## config.mk

```make
export PLATFORM = sky130hd
export DESIGN_NAME = ldtu_output_mode_sequencer
export DESIGN_NICKNAME = d
export VERILOG_FILES = /design/src/rtl/ldtu_output_mode_sequencer.sv
export SDC_FILE = /design/constraint.sdc
export NUM_CORES = 1
export LEC_CHECK = 0
export BUFFER_PORTS_ARGS = -buffer_cell sky130_fd_sc_hd__buf_2
export CORE_AREA = 2 2 66 68
export CTS_CLUSTER_SIZE = 20
export DETAILED_ROUTE_END_ITERATION = 12
export DIE_AREA = 0 0 68 70
export REMOVE_ABC_BUFFERS = 1
export SLEW_MARGIN = 20
export SYNTH_ARGS = -nofsm -noshare
export SYNTH_HDL_FRONTEND = slang
export SYNTH_SLANG_ARGS = --single-unit
export TNS_END_PERCENT = 30
```

## constraint.sdc

```tcl
create_clock -name CLK -period 7.3 [get_ports CLK]
set_input_delay 1.095 -clock CLK [delete_from_list [all_inputs] [get_ports CLK]]
set_output_delay 1.095 -clock CLK [all_outputs]
set_load 0.05 [all_outputs]
```

## src/rtl/ldtu_output_mode_sequencer.sv

```systemverilog
// Output-mode sequencer for the 32-bit LDTU output word mux: selects normal DTU
// data, ADC calibration (with idle guard intervals) or ATU test words.
module ldtu_output_mode_sequencer #(
  parameter int unsigned GUARD_CYCLES = 8,
  parameter int unsigned CAL_TIMEOUT  = 1023,
  parameter int unsigned DRAIN_MAX    = 255,
  parameter int unsigned CNT_W        = 16
) (
  input  logic       CLK,
  input  logic       RST,
  input  logic       CAL_REQ,
  input  logic       CAL_DONE,
  input  logic       TEST_REQ,
  input  logic       DTU_FRAME_END,
  output logic       CALIBRATION_BUSY,
  output logic       TEST_ENABLE,
  output logic       CAL_GRANT,
  output logic [2:0] MODE_STATE,
  output logic       CAL_TIMEOUT_ERR
);

  typedef enum logic [2:0] {
    ST_NORMAL     = 3'd0,
    ST_DRAIN_CAL  = 3'd1,
    ST_GUARD_IN   = 3'd2,
    ST_CAL        = 3'd3,
    ST_GUARD_OUT  = 3'd4,
    ST_DRAIN_TEST = 3'd5,
    ST_TEST       = 3'd6
  } state_t;

  localparam logic [CNT_W-1:0] GUARD_LAST   = CNT_W'(GUARD_CYCLES - 1);
  localparam logic [CNT_W-1:0] TIMEOUT_LAST = CNT_W'(CAL_TIMEOUT - 1);
  localparam logic [CNT_W-1:0] DRAIN_LAST   = CNT_W'(DRAIN_MAX - 1);

  state_t           state_q, state_d;
  logic [CNT_W-1:0] cnt_q, cnt_d;
  logic             err_q, err_d;
  logic             timed;

  always_ff @(posedge CLK) begin
    if (!RST) begin
      state_q <= ST_GUARD_OUT;
      cnt_q   <= '0;
      err_q   <= 1'b0;
    end else begin
      state_q <= state_d;
      cnt_q   <= cnt_d;
      err_q   <= err_d;
    end
  end

  always_comb begin
    state_d = state_q;
    err_d   = err_q;
    timed   = 1'b0;
    case (state_q)
      ST_NORMAL: begin
        if (CAL_REQ)       state_d = ST_DRAIN_CAL;
        else if (TEST_REQ) state_d = ST_DRAIN_TEST;
      end
      ST_DRAIN_CAL: begin
        timed = 1'b1;
        if (!CAL_REQ)                                 state_d = ST_NORMAL;
        else if (DTU_FRAME_END || cnt_q == DRAIN_LAST) state_d = ST_GUARD_IN;
      end
      ST_GUARD_IN: begin
        timed = 1'b1;
        if (cnt_q == GUARD_LAST) state_d = ST_CAL;
      end
      ST_CAL: begin
        timed = 1'b1;
        if (CAL_DONE || !CAL_REQ) begin
          state_d = ST_GUARD_OUT;
        end else if (cnt_q == TIMEOUT_LAST) begin
          state_d = ST_GUARD_OUT;
          err_d   = 1'b1;
        end
      end
      ST_GUARD_OUT: begin
        timed = 1'b1;
        if (cnt_q == GUARD_LAST) state_d = ST_NORMAL;
      end
      ST_DRAIN_TEST: begin
        timed = 1'b1;
        // A calibration request preempts a pending test switch, but not an active test.
        if (!TEST_REQ)                                state_d = ST_NORMAL;
        else if (CAL_REQ)                             state_d = ST_DRAIN_CAL;
        else if (DTU_FRAME_END || cnt_q == DRAIN_LAST) state_d = ST_TEST;
      end
      ST_TEST: begin
        if (!TEST_REQ) state_d = ST_GUARD_OUT;
      end
      default: state_d = ST_GUARD_OUT;
    endcase

    if (state_d != state_q) cnt_d = '0;
    else if (timed)         cnt_d = cnt_q + CNT_W'(1);
    else                    cnt_d = cnt_q;
  end

  always_comb begin
    CALIBRATION_BUSY = 1'b0;
    TEST_ENABLE      = 1'b0;
    CAL_GRANT        = 1'b0;
    case (state_q)
      ST_GUARD_IN, ST_GUARD_OUT: CALIBRATION_BUSY = 1'b1;
      ST_CAL: begin
        CALIBRATION_BUSY = 1'b1;
        CAL_GRANT        = 1'b1;
      end
      ST_TEST: TEST_ENABLE = 1'b1;
      default: ;
    endcase
  end

  assign MODE_STATE      = state_q;
  assign CAL_TIMEOUT_ERR = err_q;

endmodule

```

# Word-level counts from Yosys, hierarchy flattened
# Index checks and enable logic that the tools add are counted.
# op_classes
n_bitwise	2
reduce_logical	8
add_sub_neg	1
muxes	17
eq_ne	10
# op_table
operator	count
2-to-1 mux 3 bit	12
case mux 3 bit (7 select lines)	1
adder 16 x 1 -> 16 bit (second input constant)	1
== test 16 x 10 -> 1 bit (second input constant)	1
== test 16 x 3 -> 1 bit (second input constant)	1
== test 16 x 8 -> 1 bit (second input constant)	1
== test 3 bit (second input constant)	3
== test 3 x 2 -> 1 bit (second input constant)	2
OR reduction 5 bit	1
2-to-1 mux 1 bit	4
== test 3 x 1 -> 1 bit (second input constant)	1
zero test 3 bit	1
inequality test 3 bit	1
AND reduction 3 bit	1
OR reduction 3 bit	1
logical OR 1 bit	2
inverter 1 bit	2
OR reduction 2 bit	1
zero test 1 bit	1
# totals
regBits	20

# Depth between registers and ports, before layout
# Gate-level depths: netlist (run 1).
# logic_depth
word_depth	8
depth_mapped	8
depth_no_buf	7

# Least setup slack after synthesis (run 1)
# No wires, ideal clock.
# synth_timing
path_type	reg-to-output
from	register state_q[2], in the netlist MODE_STATE[2]
to	output TEST_ENABLE
required_time_ns	6.205
arrival_ns	1.774
n_path_buf	1
path_slack_ns	4.431
stages_incl_launch_ff	4
cell_sequence	dfxtp_1 -> clkbuf_1 -> inv_1 -> nor2_1
# synth_between
elab_chain_cells	2
# synth_lines
item	line	rtl
from (decl)	36	state_t state_q, state_d;
from (signal assigned)	47	state_q <= state_d;
== test 3 bit	106	case (state_q)
2-to-1 mux 1 bit	106	
to (decl)	16	output logic TEST_ENABLE,
# No other way between the ends.

# Final worst setup path (run 1)
# layout_timing
from	register cnt_q[13]
to	register cnt_q[5]
# layout_between
elab_chain_cells	8
elab_cells_between_ends	16
classes_between	eq/ne (4); mux (10); reduce/logical (2)
# layout_lines
item	line	rtl
from (decl)	37	logic [CNT_W-1:0] cnt_q, cnt_d;
from (signal assigned)	48	cnt_q <= cnt_d;
== test 16 x 8 -> 1 bit	65, 89	
logical OR 1 bit	65, 89	
2-to-1 mux 3 bit	89	else if (DTU_FRAME_END || cnt_q == DRAIN_LAST) state_d = ST_TEST;
2-to-1 mux 3 bit	88	else if (CAL_REQ) state_d = ST_DRAIN_CAL;
2-to-1 mux 3 bit	87	if (!TEST_REQ) state_d = ST_NORMAL;
case mux 3 bit (7 select lines) *	57	case (state_q)
inequality test 3 bit *	97	if (state_d != state_q) cnt_d = '0;
OR reduction 2 bit (no source line) *	--	
# Every way passes the cells marked *; elsewhere a longest branch is shown, timed or not.
# A chain may end at the register's enable or synchronous reset.

==> results by group, run 1 <==
Critical path
  • Worst Setup SP: cnt_q[13]$_SDFFE_PP0P_
  • Crit Path Category: flop to flop
  • Critical path launch point type: flop
  • Critical-path cell list: or4_4 -> nor4_1 -> o22ai_1 -> o311ai_4 -> nor4_1
  • Most used cell, CP: nor4_1
  • WP data required: 7.40 ns
  • R2R Path Start: cnt_q[13]$_SDFFE_PP0P_
  • Critical path's slowest cell: o311ai_4
  • R2R Setup Slk: 4.55 ns
  • Crit path arrival time: 2.85 ns
  • Worst r2r path cells: 5
  • CP endpoint kind: flop
  • CP max stage delay: 0.86 ns
  • Worst R2R End: cnt_q[5]$_SDFFE_PP0P_
  • Worst-path fanout max: 16
  • Worst setup path endpoint: cnt_q[5]$_SDFFE_PP0P_

Synth
  • Synth area leader: dfxtp_1
  • Seq/Total Area, Yosys: 0.3168
  • Top cells by area, synth: dfxtp_1 32%, nor3_2 7.9%, xor2_1 6.2%
  • Synth cell types: 45
  • Most common cell in the netlist: dfxtp_1
  • Ys flop type: dfxtp_1
  • Post-synth top area share: 0.3168
  • YS warnings: 0
  • Seq cells post-synth: 20
  • Post-synth top cells: 20 x dfxtp_1, 12 x nand2_1, 12 x nor2_1, 10 x nor3_2, 9 x xor2_1
  • Mapped cell area: 1264 um2
  • Post-Synthesis Cells: 142
  • Ys async rst share: 0
  • EDFF count, synth: 0
  • Avg Cell Area, Syn: 8.899 um2

Place
  • GPL Wtd Cong: 0.7345
  • DP Area: 1343 um2
  • PortBufs: 12
  • Detailed placement HPWL: 1789 um

Power
  • Power Density: 187.3 nW/um2
  • Maximum vdd ir drop: 0.05001 mV
  • Leakage power: 0.5179 nW

Floorplanning
  • Starting density of the core: 0.3050
  • Top Ports: 13
  • Die area: 4760 um2
  • Core Area: 4144 um2
  • Die H: 70 um
  • Die Span X: 68 um
  • Cell Rows: 24

Cells and area
  • Number of fill cells: 463
  • Area of the multi-input gates: 800.8 um2
  • Layout area overhead: 10.00%
  • Share of layout cells above drive strength 1: 0.2185
  • Design area: 1390 um2
  • Sequential cell area: 400.4 um2
  • Nets: 161
  • # diodes: 0

Global route
  • Largest net degree at the start of global routing: 17
  • Overall routing resource usage: 0.1121
  • Initial antenna violation count: 0
  • GRT overflow: 0
  • Vias in the first global route: 927
  • First-pass GRT wire length: 4202 um

Timing
  • Final cycle utilization of the critical path: 0.3765
  • Slew Limit Fails: 0
  • Final Hold Viols: 0
  • # setup viols final: 0
  • Worst hold slack: 0.4808 ns
  • Fin Setup TNS: 0 ns
  • Least-Margin Pin Slew: 0.9215 ns
  • Slew HR: 0.3842
  • Final min period: 2.749 ns
  • RSZ-0062 raised after global routing: no
  • F_max: 0.3638 GHz
  • Worst Clk Skew: 0.001774 ns

Clocking
  • TritonCTS clock tree: done
  • Clock Tree Buf Depth: 2
  • CTS Buf Count: 3
  • Htree depth: 1
  • Clk slew on worst S/H paths: 0.07 ns
  • CTS root buffer: clkbuf_8
  • Clk sinks: 20
  • # resized after CTS: 0
  • Clk Latency, worst-skew pair: 0.25 ns
  • Post-CTS Repair Setup Buffers: 0
  • Hold buffer count at CTS: 0

Outcome
  • Run status: finished clean

Worst hold path
  • Worst Hold Class: flop to flop
  • Hold depth: 2

Detailed routing
  • DR WL/cell: 12.33 um
  • Routed via count: 1,058
  • Via-to-Cell Ratio: 5.212
  • Total Wirelength: 2502 um
  • Residual DRC: 0
  • Antenna-violating nets left: 0
  • Iteration-0 DRC Markers: 48
  • TritonRoute pass-1 iters: 4

Job
  • Max Cap Violations: 0
final cells by class:
| type | instances | area share |
|---|---|---|
| Timing Repair Buffer | 12 | 0.04320 |
| Multi-Input combinational cell | 110 | 0.5761 |
| Tap cell | 52 | 0.04680 |
| Inverter | 6 | 0.01620 |
| Clock buffer | 3 | 0.02970 |
| Sequential cell | 20 | 0.2880 |
worst min path at each step:
stage	from	endpoint	slack [ns]
floorplan	cnt_q[15]$_SDFFE_PP0P_	cnt_q[15]$_SDFFE_PP0P_	0.51
global placement	CAL_TIMEOUT_ERR$_SDFFE_PN0P_	CAL_TIMEOUT_ERR$_SDFFE_PN0P_	0.46
detailed placement	CAL_TIMEOUT_ERR$_SDFFE_PN0P_	CAL_TIMEOUT_ERR$_SDFFE_PN0P_	0.47
CTS	CAL_TIMEOUT_ERR$_SDFFE_PN0P_	CAL_TIMEOUT_ERR$_SDFFE_PN0P_	0.49
global route	CAL_TIMEOUT_ERR$_SDFFE_PN0P_	CAL_TIMEOUT_ERR$_SDFFE_PN0P_	0.55
finish	CAL_TIMEOUT_ERR$_SDFFE_PN0P_	CAL_TIMEOUT_ERR$_SDFFE_PN0P_	0.48
where the power goes:
part	internal, mW	switching, mW
clock network	0.0367	0.0332
logic	0.0243	0.0394
registers	0.117	0.0102
cell families (layout without fill, tap and decap cells):
kind of cell	count (synthesis)	count (layout)	synth area share
adders and majority gates	2	2	0.01980
buffers and inverters	12	21	0.05445
xor gates and xnor gates	13	13	0.09010
AOI/OAI and AO/OA	20	20	0.1277
muxes	2	2	0.01683
DFF	20	20	0.3168
and+or+nand+nor	73	73	0.3742
registers in the layout (all words and copies together), names as in the netlist:
register / flops
MODE_STATE: 3
CAL_TIMEOUT_ERR: 1
cnt_q: 16
routing by layer:
layer  up-vias  GRT usage  part of all wire
met3         2    0.02415             0.038
li1        542          -                 -
met2        14     0.1715              0.45
met1       500     0.1530              0.50
met5         -          0                 0
met4         0    0.04000            0.0096
layout by cell type, fill, tap and decap left out, types with 2 or more instances in the layout:
cell	count
and4_1	2
buf_2	12
nor3_2	10
nor3_1	5
xnor2_1	4
a21oi_1	6
nor2_1	12
or4_4	2
or3_1	2
and3_1	2
inv_1	6
nand3_1	3
o22ai_1	2
clkbuf_8	3
ha_1	2
nand2_1	12
nor4_1	4
o32a_1	2
nand4_1	4
dfxtp_1	20
nor2b_1	2
xor2_1	9
nand2b_1	3
or4bb_1	2
stage by stage:
stage	power [mW]	util	setup slack [ns]	cells
after CTS	0.2634	0.3339	4.557	203
after floorplan	0.1778	-	4.531	136
after global placement	0.1932	0.3240	4.420	200
after global routing	0.2759	0.3354	4.352	203
final	0.2603	0.3354	4.551	203
after detailed placement	0.1926	0.3240	4.430	200
critical path: cells and delay by family (launching register included):
kind	cells	cell delay (ns)
compound gates	2	1.10
flops	1	0.34
simple gates	3	1.15
Power figures use the tool's default switching activity.
==> inputs of run 2 (changes only) <==
- clock period: 7.3 -> 2.55 ns (I/O delays scaled with it)
==> run 2 against run 1 <==
Via count increased by 4.1%. Sequential share of layout area decreased by 2.8 points. Flip-flop and latch count unchanged. Sequential power increased to 2.8 times the previous value. Worst setup slack got worse by 4.5 ns. Final area increased by 11%. Clock power increased to 3.5 times the previous value. Critical path type unchanged. Wire length increased by 7.7%. Largest cell class unchanged. Critical endpoint unchanged. Final cell count increased by 8.4%.
==> results by group, run 2 (synthesis results as in run 1) <==
Timing
  • Final Hold Viols: 0
  • Least-Margin Pin Slew: 0.4509 ns
  • # setup viols final: 0
  • Worst Clk Skew: 0.002961 ns
  • F_max: 0.4020 GHz
  • Slew Limit Fails: 0
  • Final cycle utilization of the critical path: 0.9755
  • Slew HR: 0.6990
  • Final min period: 2.488 ns
  • Worst hold slack: 0.3655 ns
  • RSZ-0062 raised after global routing: yes
  • Fin Setup TNS: 0 ns
  • Setup ws final: 0.06249 ns

Critical path
  • Crit Path Category: flop to flop
  • Worst-path fanout max: 5
  • CP max stage delay: 0.57 ns
  • CP endpoint kind: flop
  • Critical path depth: 7
  • Most used cell, CP: buf_4
  • Crit path arrival time: 2.64 ns
  • Critical path launch point type: flop
  • WP data required: 2.70 ns
  • Critical path's slowest cell: or4_1
  • Worst r2r path cells: 7
  • Crit path buffers/inverters: 2
  • Critical path's top delay family: simple AND/OR/NAND/NOR gates
  • Critical-path cell list: or4_1 -> buf_4 -> or4_4 -> a311o_1 -> o311ai_4 -> buf_4 -> nor4_1

Power
  • Power Total: 0.8219 mW
  • Flop pwr share: 0.435
  • Maximum vdd ir drop: 0.2193 mV
  • Power Density: 534.5 nW/um2
  • Comb pwr share: 0.269
  • Sw Ratio: 0.3099
  • Leakage power: 0.6135 nW
  • Clk pwr share: 0.296
  • Internal power: 0.5672 mW
  • Sw Pwr: 0.2548 mW

Floorplanning
  • Core Area: 4144 um2
  • Cell Rows: 24
  • Die H: 70 um
  • Die Span X: 68 um
  • Starting density of the core: 0.3050
  • Top Ports: 13
  • Die area: 4760 um2

Detailed routing
  • TritonRoute pass-1 iters: 4
  • Antenna-violating nets left: 0
  • DR WL/cell: 12.25 um
  • Routed via count: 1,101
  • Iteration-0 DRC Markers: 59
  • Residual DRC: 0
  • Total Wirelength: 2695 um
  • Via-to-Cell Ratio: 5.005

Global route
  • GRT overflow: 0
  • Overall routing resource usage: 0.1189
  • Initial antenna violation count: 0
  • Vias in the first global route: 1,006
  • Largest net degree at the start of global routing: 17
  • First-pass GRT wire length: 4505 um

Cells and area
  • # diodes: 0
  • Commonest non-fill, non-tap cell in the layout: dfxtp_1
  • Sequential cell area: 400.4 um2
  • Number of fill cells: 435
  • Top reg by flops: cnt_q
  • Area of the multi-input gates: 794.5 um2
  • Final core utilization: 0.3711
  • Max reg flops: 16
  • Fin cells: 220
  • Nets: 177
  • Share of layout cells above drive strength 1: 0.2917
  • Layout area overhead: 21.68%
  • Commonest cells after routing, fill and taps aside: 20 x dfxtp_1, 13 x buf_4, 12 x nand2_1, 12 x nor2_1, 12 x buf_2
  • Design area: 1538 um2

Clocking
  • Clk Latency, worst-skew pair: 0.26 ns
  • Clk slew on worst S/H paths: 0.08 ns
  • Htree depth: 1
  • Clk sinks: 20
  • Hold buffer count at CTS: 0
  • CTS Buf Count: 3
  • Clock Tree Buf Depth: 2
  • CTS root buffer: clkbuf_8
  • TritonCTS clock tree: done

Place
  • PortBufs: 12
  • GPL Wtd Cong: 0.7857
  • Placed cells: 213
  • Worst slack, placed: -0.04881 ns
  • DP Area: 1453 um2
  • Detailed placement HPWL: 1971 um

Worst hold path
  • Worst Hold Class: primary input to flop
  • Hold depth: 2

Job
  • Max Cap Violations: 0

Outcome
  • Run status: finished clean
==> run 2: final timing paths <==
check                          startpoint                            to  slack [ns]
max reg2reg         cnt_q[8]$_SDFFE_PP0P_         cnt_q[5]$_SDFFE_PP0P_        0.06
min reg2reg  CAL_TIMEOUT_ERR$_SDFFE_PN0P_  CAL_TIMEOUT_ERR$_SDFFE_PN0P_        0.48
max                 cnt_q[8]$_SDFFE_PP0P_         cnt_q[5]$_SDFFE_PP0P_        0.06
min                                   RST      MODE_STATE[1]$_SDFF_PN0_        0.37
==> run 2: metal layers <==
metal	vias to the layer above	part of all wire	routed length, um	track usage
li1	573	-	-	-
met1	511	0.50	1350	0.1608
met2	17	0.46	1233	0.1953
met3	0	0.041	111	0.03382
met4	0	0	0	0.006667
met5	-	0	0	0
==> run 2: repair_timing <==
action,in CTS,in global routing
setup buffers,3,0
cloned,0,0
gates resized for setup,0,2
setup endpoints to repair,16,11
pin swaps,1,0
==> run 2: layout make-up <==
type	instances	area share
inverters	6	0.01465
flip-flops and latches	20	0.2604
repair buffers	28	0.1302
well taps	52	0.04231
multi-input cells	110	0.5167
clock buffers	4	0.03580
==> run 2: power by group through the flow <==
stage	Clock (mW)	Combinational, mW	Sequential, mW
2_1_floorplan	0	0.136	0.373
3_3_place_gp	0	0.202	0.364
3_5_place_dp	0	0.203	0.364
4_1_cts	0.251	0.217	0.357
5_1_grt	0.264	0.244	0.361
6_report	0.243	0.221	0.357
==> inputs of run 3 (changes only) <==
--- a/config.mk
+++ b/config.mk
@@ -12,2 +12,3 @@
 export DIE_AREA = 0 0 68 70
+export GPL_TIMING_DRIVEN = 0
 export REMOVE_ABC_BUFFERS = 1
==> constraint.sdc (replaced) <==
create_clock -name CLK -period 2.55 [get_ports CLK]
set_input_delay 0.765 -clock CLK [delete_from_list [all_inputs] [get_ports CLK]]
set_output_delay 0.765 -clock CLK [all_outputs]
set_load 0.05 [all_outputs]
==> run 3 against run 2 <==
Worst hold slack better by 0.12 ns. Wire length up 0.11%. Sequential power up 2%. Flip-flop and latch count unchanged. Critical path depth down 1. Worst setup slack better by 0.095 ns. Critical path type unchanged.
==> results by group, run 3 (synthesis results as in run 1) <==
Timing
  • # setup viols final: 0
  • Least-Margin Pin Slew: 0.6883 ns
  • F_max: 0.4180 GHz
  • Slew HR: 0.5345
  • Final Hold Viols: 0
  • Slew Limit Fails: 0
  • Final min period: 2.392 ns
  • Final cycle utilization of the critical path: 0.9381
  • RSZ-0062 raised after global routing: no
  • Worst Clk Skew: 0.004479 ns

Clocking
  • CTS Buf Count: 3
  • Htree depth: 1
  • Clk slew on worst S/H paths: 0.07 ns
  • Clock Tree Buf Depth: 2
  • CTS root buffer: clkbuf_8
  • TritonCTS clock tree: done
  • Hold buffer count at CTS: 0
  • Clk sinks: 20
  • Clk Latency, worst-skew pair: 0.27 ns

Critical path
  • WP data required: 2.71 ns
  • Crit path arrival time: 2.55 ns
  • Critical path's top delay family: simple AND/OR/NAND/NOR gates
  • R2R Path Start: cnt_q[13]$_SDFFE_PP0P_
  • R2R Setup Slk: 0.16 ns
  • Worst R2R End: cnt_q[6]$_SDFFE_PP0P_
  • Worst r2r path cells: 6
  • Worst-path fanout max: 8
  • CP endpoint kind: flop
  • Critical-path cell list: or4_4 -> nor4_2 -> o22ai_1 -> o311ai_4 -> clkbuf_16 -> nor3_2
  • Crit Path Category: flop to flop
  • Critical path's slowest cell: or4_4
  • Crit path buffers/inverters: 1
  • CP max stage delay: 0.56 ns
  • Critical path launch point type: flop

Global route
  • Initial antenna violation count: 0
  • First-pass GRT wire length: 4664 um
  • GRT overflow: 0
  • Overall routing resource usage: 0.1245
  • Vias in the first global route: 1,059
  • Largest net degree at the start of global routing: 17

Cells and area
  • Commonest non-fill, non-tap cell in the layout: dfxtp_1
  • Fin cells: 207
  • Final core utilization: 0.3548
  • Top reg by flops: cnt_q
  • Commonest cells after routing, fill and taps aside: 19 x dfxtp_1, 12 x nand2_1, 12 x nor2_1, 12 x buf_2, 10 x nor3_2
  • Layout area overhead: 16.34%
  • # diodes: 0
  • Share of layout cells above drive strength 1: 0.2452
  • Nets: 164
  • Max reg flops: 16

Place
  • PortBufs: 12
  • Detailed placement HPWL: 1820 um
  • Placed cells: 200
  • GPL Wtd Cong: 0.6806

Floorplanning
  • Starting density of the core: 0.3050
  • Top Ports: 13
  • Die Span X: 68 um
  • Cell Rows: 24
  • Die area: 4760 um2
  • Die H: 70 um
  • Core Area: 4144 um2

Power
  • Leakage power: 0.5566 nW
  • Comb pwr share: 0.267
  • Sw Pwr: 0.2599 mW
  • Clk pwr share: 0.295
  • Flop pwr share: 0.438
  • Sw Ratio: 0.3123
  • Power Density: 566.1 nW/um2
  • Maximum vdd ir drop: 0.1434 mV
  • Power Total: 0.8323 mW
  • Internal power: 0.5723 mW

Detailed routing
  • Via-to-Cell Ratio: 5.314
  • Routed via count: 1,100
  • Iteration-0 DRC Markers: 69
  • Total Wirelength: 2698 um
  • DR WL/cell: 13.03 um
  • Residual DRC: 0
  • TritonRoute pass-1 iters: 4
  • Antenna-violating nets left: 0

Worst hold path
  • Hold Crit Endpoint: CAL_TIMEOUT_ERR$_SDFFE_PN0P_
  • Worst Hold Class: flop to flop
  • Hold path start: CAL_TIMEOUT_ERR$_SDFFE_PN0P_
  • Hold depth: 2

Outcome
  • Run status: finished clean

Job
  • Max Cap Violations: 0
run 3: changes by cell type in the layout (fill, tap and decap cells not counted), sizes merged:
| cell | before | now |
|---|---|---|
| buf | 28 | 14 |
| clkbuf | 4 | 5 |
run 3: worst max-delay path by stage:
stage | startpoint | endpoint | depth (start not counted)
after global routing | cnt_q[0]$_SDFFE_PP0P_ | cnt_q[5]$_SDFFE_PP0P_ | 7
after detailed placement | cnt_q[13]$_SDFFE_PP0P_ | cnt_q[5]$_SDFFE_PP0P_ | 5
after global placement | cnt_q[13]$_SDFFE_PP0P_ | cnt_q[1]$_SDFFE_PP0P_ | 5
final | cnt_q[13]$_SDFFE_PP0P_ | cnt_q[6]$_SDFFE_PP0P_ | 6
after floorplan | MODE_STATE[2]$_SDFF_PN1_ | TEST_ENABLE | 2
after CTS | cnt_q[1]$_SDFFE_PP0P_ | cnt_q[5]$_SDFFE_PP0P_ | 7
run 3: what timing repair did:
item / 4_1_cts / 5_1_grt
setup buffers: 2 / 0
endpoints found under the hold margin: 0 / 0
pin swaps: 2 / 1
endpoints found under the setup margin: 16 / 5
gates cloned: 0 / 1
gates resized for setup: 0 / 1
run 3: power by group through the flow:
stage | sequential (mW) | combinational, mW | clock [mW]
final | 0.364 | 0.222 | 0.246
after global routing | 0.368 | 0.243 | 0.270
after CTS | 0.363 | 0.205 | 0.254
after detailed placement | 0.370 | 0.183 | 0
after global placement | 0.369 | 0.183 | 0
after floorplan | 0.373 | 0.136 | 0
run 3: area by class of cell:
class / count / area (um2)
Inverter: 6 / 22.52
Clock buffer: 4 / 55.05
Timing Repair Buffer: 15 / 125.1
Sequential cell: 20 / 401.6
Fill cell: 423 / 2674
Tap cell: 52 / 65.06
Multi-Input combinational cell: 110 / 800.8
run 3: metrics by stage:
| stage | worst slack, ns | instance area, um2 | setup TNS, ns | hold WS, ns |
|---|---|---|---|---|
| after CTS | 0.05676 | 1438 | 0 | 0.4814 |
| after detailed placement | -0.2343 | 1343 | -3.216 | 0.4616 |
| final | 0.1579 | 1470 | 0 | 0.4826 |
| after global routing | 0.05273 | 1470 | 0 | 0.5105 |
| after floorplan | 0.1105 | 1217 | 0 | 0.5143 |
| after global placement | -0.2206 | 1343 | -2.885 | 0.4576 |
run 3: tightest hold or removal path: stages (launching register included):
cell and delay [ns]:
dfxtp_1 0.34, a21oi_1 0.04, nor2_1 0.07
run 3: per-layer routing:
layer	wire length, um	track usage	vias to the layer above
li1	-	-	548
met1	1251	0.1573	526
met2	1279	0.2017	23
met3	123	0.02415	3
met4	44	0.05333	0
met5	0	0	-
